$ cat src/rtl/int_ctrl_pkg.sv
// Shared constants, state encoding and helpers for the int_ctrl block.
package int_ctrl_pkg;

  // Fixed vectors: channel 0 (non-maskable) and the shared maskable vector.
  localparam logic [15:0] NMI_VEC = 16'hFFFA;
  localparam logic [15:0] IRQ_VEC = 16'hFFFE;

  // Arbitration state: IDLE waits for a poll, TAKEN waits for the ack.
  typedef enum logic {
    IDLE  = 1'b0,
    TAKEN = 1'b1
  } state_t;

  // Ceiling log2, used to size the channel id (n >= 2).
  function automatic int clog2(input int n);
    int r;
    r = 0;
    for (int i = 0; i < 31; i++) begin
      if ((1 << i) < n) r = i + 1;
    end
    return r;
  endfunction

endpackage

$ cat src/rtl/int_ctrl_prio_enc.sv
// Fixed-priority encoder: the lowest-index asserted request wins.
module int_ctrl_prio_enc
  import int_ctrl_pkg::*;
#(
  parameter int N    = 4,
  parameter int ID_W = clog2(N)
) (
  input  logic [N-1:0]    req,
  output logic            valid,
  output logic [ID_W-1:0] id
);

  // Scan from the top down so the lowest asserted index is the last write.
  always_comb begin
    // NOTE: every output gets a default before any branch, so no path
    // through this block can leave a value unassigned and infer a latch.
    valid = 1'b0;
    id    = '0;
    for (int k = N - 1; k >= 0; k--) begin
      if (req[k]) begin
        valid = 1'b1;
        id    = ID_W'(k);
      end
    end
  end

endmodule

$ cat src/rtl/int_ctrl.sv
// Interrupt controller: edge/level request capture, mask and I-flag gating,
// fixed-priority arbitration at CPU poll points, and vector address lookup.
// Optional feature macro: INT_CTRL_VECTORED_EN gives each maskable channel
// its own vector at VEC_BASE + 2*(k-1); otherwise they share IRQ_VEC.
module int_ctrl
  import int_ctrl_pkg::*;
#(
  parameter int          NUM_SRC  = 4,
  parameter logic [15:0] VEC_BASE = 16'hFFE0,
  localparam int         ID_W     = clog2(NUM_SRC)
) (
  input  logic               clk,
  input  logic               reset,
  input  logic               ce,
  input  logic [NUM_SRC-1:0] src,
  input  logic [NUM_SRC-1:0] edge_mode,
  input  logic [NUM_SRC-1:0] mask,
  input  logic               i_flag,
  input  logic               poll,
  input  logic               ack,
  output logic               irq_take,
  output logic               nmi_class,
  output logic [ID_W-1:0]    vec_id,
  output logic [15:0]        vec_addr,
  output logic [NUM_SRC-1:0] pending
);

  state_t             state_q, state_d;
  logic [NUM_SRC-1:0] src_d;
  logic [NUM_SRC-1:0] pending_d;
  logic [NUM_SRC-1:0] eligible;
  logic               win_valid;
  logic [ID_W-1:0]    win_id;
  logic               take_d;
  logic               nmi_d;
  logic [ID_W-1:0]    id_d;
  logic               ack_clr;

  // The acknowledge only counts while an interrupt is actually taken.
  assign ack_clr = (state_q == TAKEN) && ack;

  // Channel 0 ignores mask and I-flag; the others need both to allow it.
  assign eligible = {pending[NUM_SRC-1:1] & mask[NUM_SRC-1:1] & {(NUM_SRC-1){~i_flag}},
                     pending[0]};

  int_ctrl_prio_enc #(
    .N    (NUM_SRC),
    .ID_W (ID_W)
  ) u_prio_enc (
    .req   (eligible),
    .valid (win_valid),
    .id    (win_id)
  );

  // Next pending: edge channels latch rises and clear on their own ack
  // (a simultaneous rise wins); level channels simply follow the line.
  always_comb begin
    pending_d = pending;
    for (int k = 0; k < NUM_SRC; k++) begin
      if (edge_mode[k]) begin
        if (ack_clr && (int'(vec_id) == k)) pending_d[k] = 1'b0;
        if (src[k] && !src_d[k])            pending_d[k] = 1'b1;
      end else begin
        pending_d[k] = src[k];
      end
    end
  end

  // Next state and registered outputs; TAKEN freezes arbitration until ack.
  always_comb begin
    state_d = state_q;
    take_d  = irq_take;
    nmi_d   = nmi_class;
    id_d    = vec_id;
    unique case (state_q)
      IDLE: begin
        if (poll && win_valid) begin
          state_d = TAKEN;
          take_d  = 1'b1;
          id_d    = win_id;
          nmi_d   = (win_id == '0);
        end
      end
      TAKEN: begin
        if (ack) begin
          state_d = IDLE;
          take_d  = 1'b0;
        end
      end
      default: state_d = IDLE;
    endcase
  end

  // State registers: synchronous reset first, then advance only on ce.
  always_ff @(posedge clk) begin
    // NOTE: non-blocking assignments here so every register samples the
    // pre-edge values, independent of statement order.
    if (reset) begin
      state_q   <= IDLE;
      src_d     <= '0;
      pending   <= '0;
      irq_take  <= 1'b0;
      nmi_class <= 1'b0;
      vec_id    <= '0;
    end else if (ce) begin
      state_q   <= state_d;
      src_d     <= src;
      pending   <= pending_d;
      irq_take  <= take_d;
      nmi_class <= nmi_d;
      vec_id    <= id_d;
    end
  end

`ifdef INT_CTRL_VECTORED_EN
  // Per-channel vector table for maskable channels; channel 0 stays fixed.
  always_comb begin
    vec_addr = NMI_VEC;
    if (vec_id != '0) vec_addr = VEC_BASE + ((16'(vec_id) - 16'd1) << 1);
  end
`else
  // All maskable channels share one vector; the table base is not used.
  always_comb begin
    vec_addr = (vec_id == '0) ? NMI_VEC : IRQ_VEC;
  end

  logic [15:0] unused_vec_base;
  assign unused_vec_base = VEC_BASE;
`endif

endmodule

$ cat config.mk
export PLATFORM = sky130hd
export DESIGN_NAME = int_ctrl
export DESIGN_NICKNAME = d
export VERILOG_FILES = /design/src/rtl/int_ctrl_pkg.sv /design/src/rtl/int_ctrl_prio_enc.sv /design/src/rtl/int_ctrl.sv
export SDC_FILE = /design/constraint.sdc
export NUM_CORES = 1
export LEC_CHECK = 0
export ABC_CLOCK_PERIOD_IN_PS = 1700
export BUFFER_PORTS_ARGS = -buffer_cell sky130_fd_sc_hd__buf_2
export CAP_MARGIN = 10
export CORE_UTILIZATION = 40
export CTS_CLUSTER_SIZE = 14
export DETAILED_ROUTE_END_ITERATION = 8
export GPL_TIMING_DRIVEN = 0
export PLACE_DENSITY = 0.86
export REMOVE_ABC_BUFFERS = 1
export SLEW_MARGIN = 20
export SYNTH_ARGS = -nofsm -noshare
export SYNTH_HDL_FRONTEND = slang
export SYNTH_SLANG_ARGS = --single-unit
$ cat constraint.sdc
create_clock -name clk -period 1.7 [get_ports clk]
set_clock_uncertainty 0.15 [all_clocks]
set_input_delay 0.425 -clock clk [delete_from_list [all_inputs] [get_ports clk]]
set_output_delay 0.425 -clock clk [all_outputs]
set_load 0.02 [all_outputs]
==> impl_metrics.tcl <==
set metrics [dict create \
    status "complete, no violations" \
    final_util_pct 50.5 \
    slowest_delay_ps 350 \
    grt_pass1_vias 536 \
    vias_per_cell 4.87 \
    dr.pass1.iters 4 \
    synth.most_common_cell "buf_4" \
    setup_tns_ps 0 \
    final.min_clock_period_ps 1650 \
    fin_cells 138 \
    htreeDepth 1 \
    yosysTopAreaCellShare_pct 35.0 \
    numCtsBuffers 3 \
    hold_viol 0 \
    syn_area_per_cell_um2 8.56 \
    nNetsFinal 132 \
    p_leak_uw 0.000412 \
    ant_nets 0 \
    cts.sinks 13 \
    core-area_um2 1730 \
    layout_setup_ws_ps 52.7 \
    synth_top_area_cell "dfxtp_1" \
    clkTransAtPathRegs_ps 80 \
    grt_pass1_wl_um 2240 \
    syn_inst 87 \
    gp_congestion 0.737 \
    fin_crit_sh_pct 96.9 \
    arrival_ps 1070 \
    cp.required_ps 1120 \
    root_buffer "clkbuf_4" \
    start_kind "register" \
    max_freq_mhz 607 \
    nFillCells 177 \
    seq_area_um2 264 \
    ios 42 \
    setup_violations 0 \
    rsz0062_at_grt "no" \
    cp_slowest_cell "dfxtp_4" \
    power_density_nw_per_um2 769 \
    dr.first_iter.drc_count 11 \
    cp-end-kind "primary output" \
    hold_path_class "in2reg" \
    fp-row-count 15 \
    ys_ff_latch 13 \
    cts_tree "built" \
    diodes 0 \
    max_cap_viol_count 0 \
    drt-total-wl_um 1440 \
    grt_max_degree 16 \
    multi_input_area_um2 404 \
    ys.flop_type "dfxtp_1" \
    crit_family "flip-flops" \
    antenna_found_initial 0 \
    die_x_um 45.1 \
    syn_area_um2 744 \
    path_class "reg2out" \
    clockBufferDepth 2 \
    die_h_um 45.1 \
    synth-edff-count 0 \
    grt_use_total_pct 14.9 \
    ys_types 29 \
    dieArea_um2 2040 \
    wl_per_cell_um 10.4 \
    dp_cells 133 \
    dpl.hpwl_um 1130 \
    initial_utilization_pct 43.1 \
    clock_latency_ps 280 \
    cp_max_fo 4 \
    dp_slack_ps 46.2 \
    synth-warning-count 0 \
    area_growth_pct 17.1 \
    grt_overflow 0 \
    drive_gt1_share_pct 29.2 \
    maxSlewViolCount 0 \
    portBuffers 25 \
    vias 672 \
    async_flop_share_pct 0 \
    drc 0 \
    ir_worst_vdd_uv 409 \
    ys_top_cells_by_count "buf_4, dfxtp_1, a21oi_1, nand2_1, nor2_1" \
    yosysSeqAreaShare_pct 35.0 \
    path_cells "or2_2 -> buf_6" \
    cp_num_buf_inv 1 \
    synthTopCellsByArea "dfxtp_1, buf_4, a21oi_1" \
]
## final cells by class
type | instances | share of cell area, %
Clock buffer | 4 | 3.01
Inverter | 2 | 0.861
Sequential cell | 13 | 30.3
Timing Repair Buffer | 26 | 15.9
Tap cell | 25 | 3.59
Multi-Input combinational cell | 68 | 46.3
## cell usage in the layout (no fill, tap or decap), drive strengths merged, types with 3 or more instances in the layout
cell type | netlist | routed
a21oi | 8 | 8
a31oi | 3 | 3
buf | 16 | 26
clkbuf | 1 | 4
conb | 2 | 15
dfxtp | 13 | 13
mux2i | 4 | 4
nand2 | 7 | 7
nand3 | 3 | 3
nor2 | 7 | 7
o211ai | 3 | 3
## sequential cells by signal, summed over array words and instances, names as in the netlist
register	cells
vec_id	2
nmi_class	1
state_q	1
pending	4
irq_take	1
src_d	4
## repair_timing
item | CTS | global route
gates resized for setup | 0 | 4
hold buffers | 0 | 0
endpoints found under the setup margin | 0 | 1
buffers inserted | 0 | 1
## tightest hold or removal path, stage by stage
cell,delay [ps]
buf_2,90
mux2i_1,60
nor2_1,70
## final timing paths
kind,cells past startpoint,slack (ps),start,to
setup / recovery,2,50,vec_id[1],vec_addr[2]
hold / removal,3,250,src[2],src_d[2]
hold reg to reg,2,350,nmi_class,nmi_class
setup reg to reg,4,270,pending[3],vec_id[0]
## cell families after synthesis
| family | Yosys count | share of synthesized area, % |
|---|---|---|
| other | 2 | 1.01 |
| muxes | 4 | 5.38 |
| DFF | 13 | 35.0 |
| AOI/OAI and AO/OA | 21 | 21.0 |
| buffers and inverters | 19 | 17.3 |
| and+or+nand+nor | 28 | 20.3 |
## where the power goes
group          switching [µW]  internal, µW
registers                14.2           320
logic                    95.3          49.4
clock network             101          91.0
total                     210           460
## metrics by stage
| step | instance area [µm²] | hold slack (ps) | total power (µW) |
|---|---|---|---|
| 6_report | 872 | 250 | 670 |
| 5_1_grt | 872 | 252 | 705 |
| 4_1_cts | 855 | 248 | 674 |
| 3_5_place_dp | 828 | 326 | 485 |
| 3_3_place_gp | 828 | 320 | 480 |
| 2_1_floorplan | 672 | 310 | 430 |
## per-layer routing
layer | wire (µm) | up-vias | GRT usage [%]
li1 | - | 333 | -
met5 | 0 | - | 0
met3 | 158 | 2 | 2.80
met4 | 17 | 0 | 5.45
met1 | 650 | 297 | 21.1
met2 | 614 | 40 | 22.3
No activity file was read; power rests on OpenSTA's default activity.
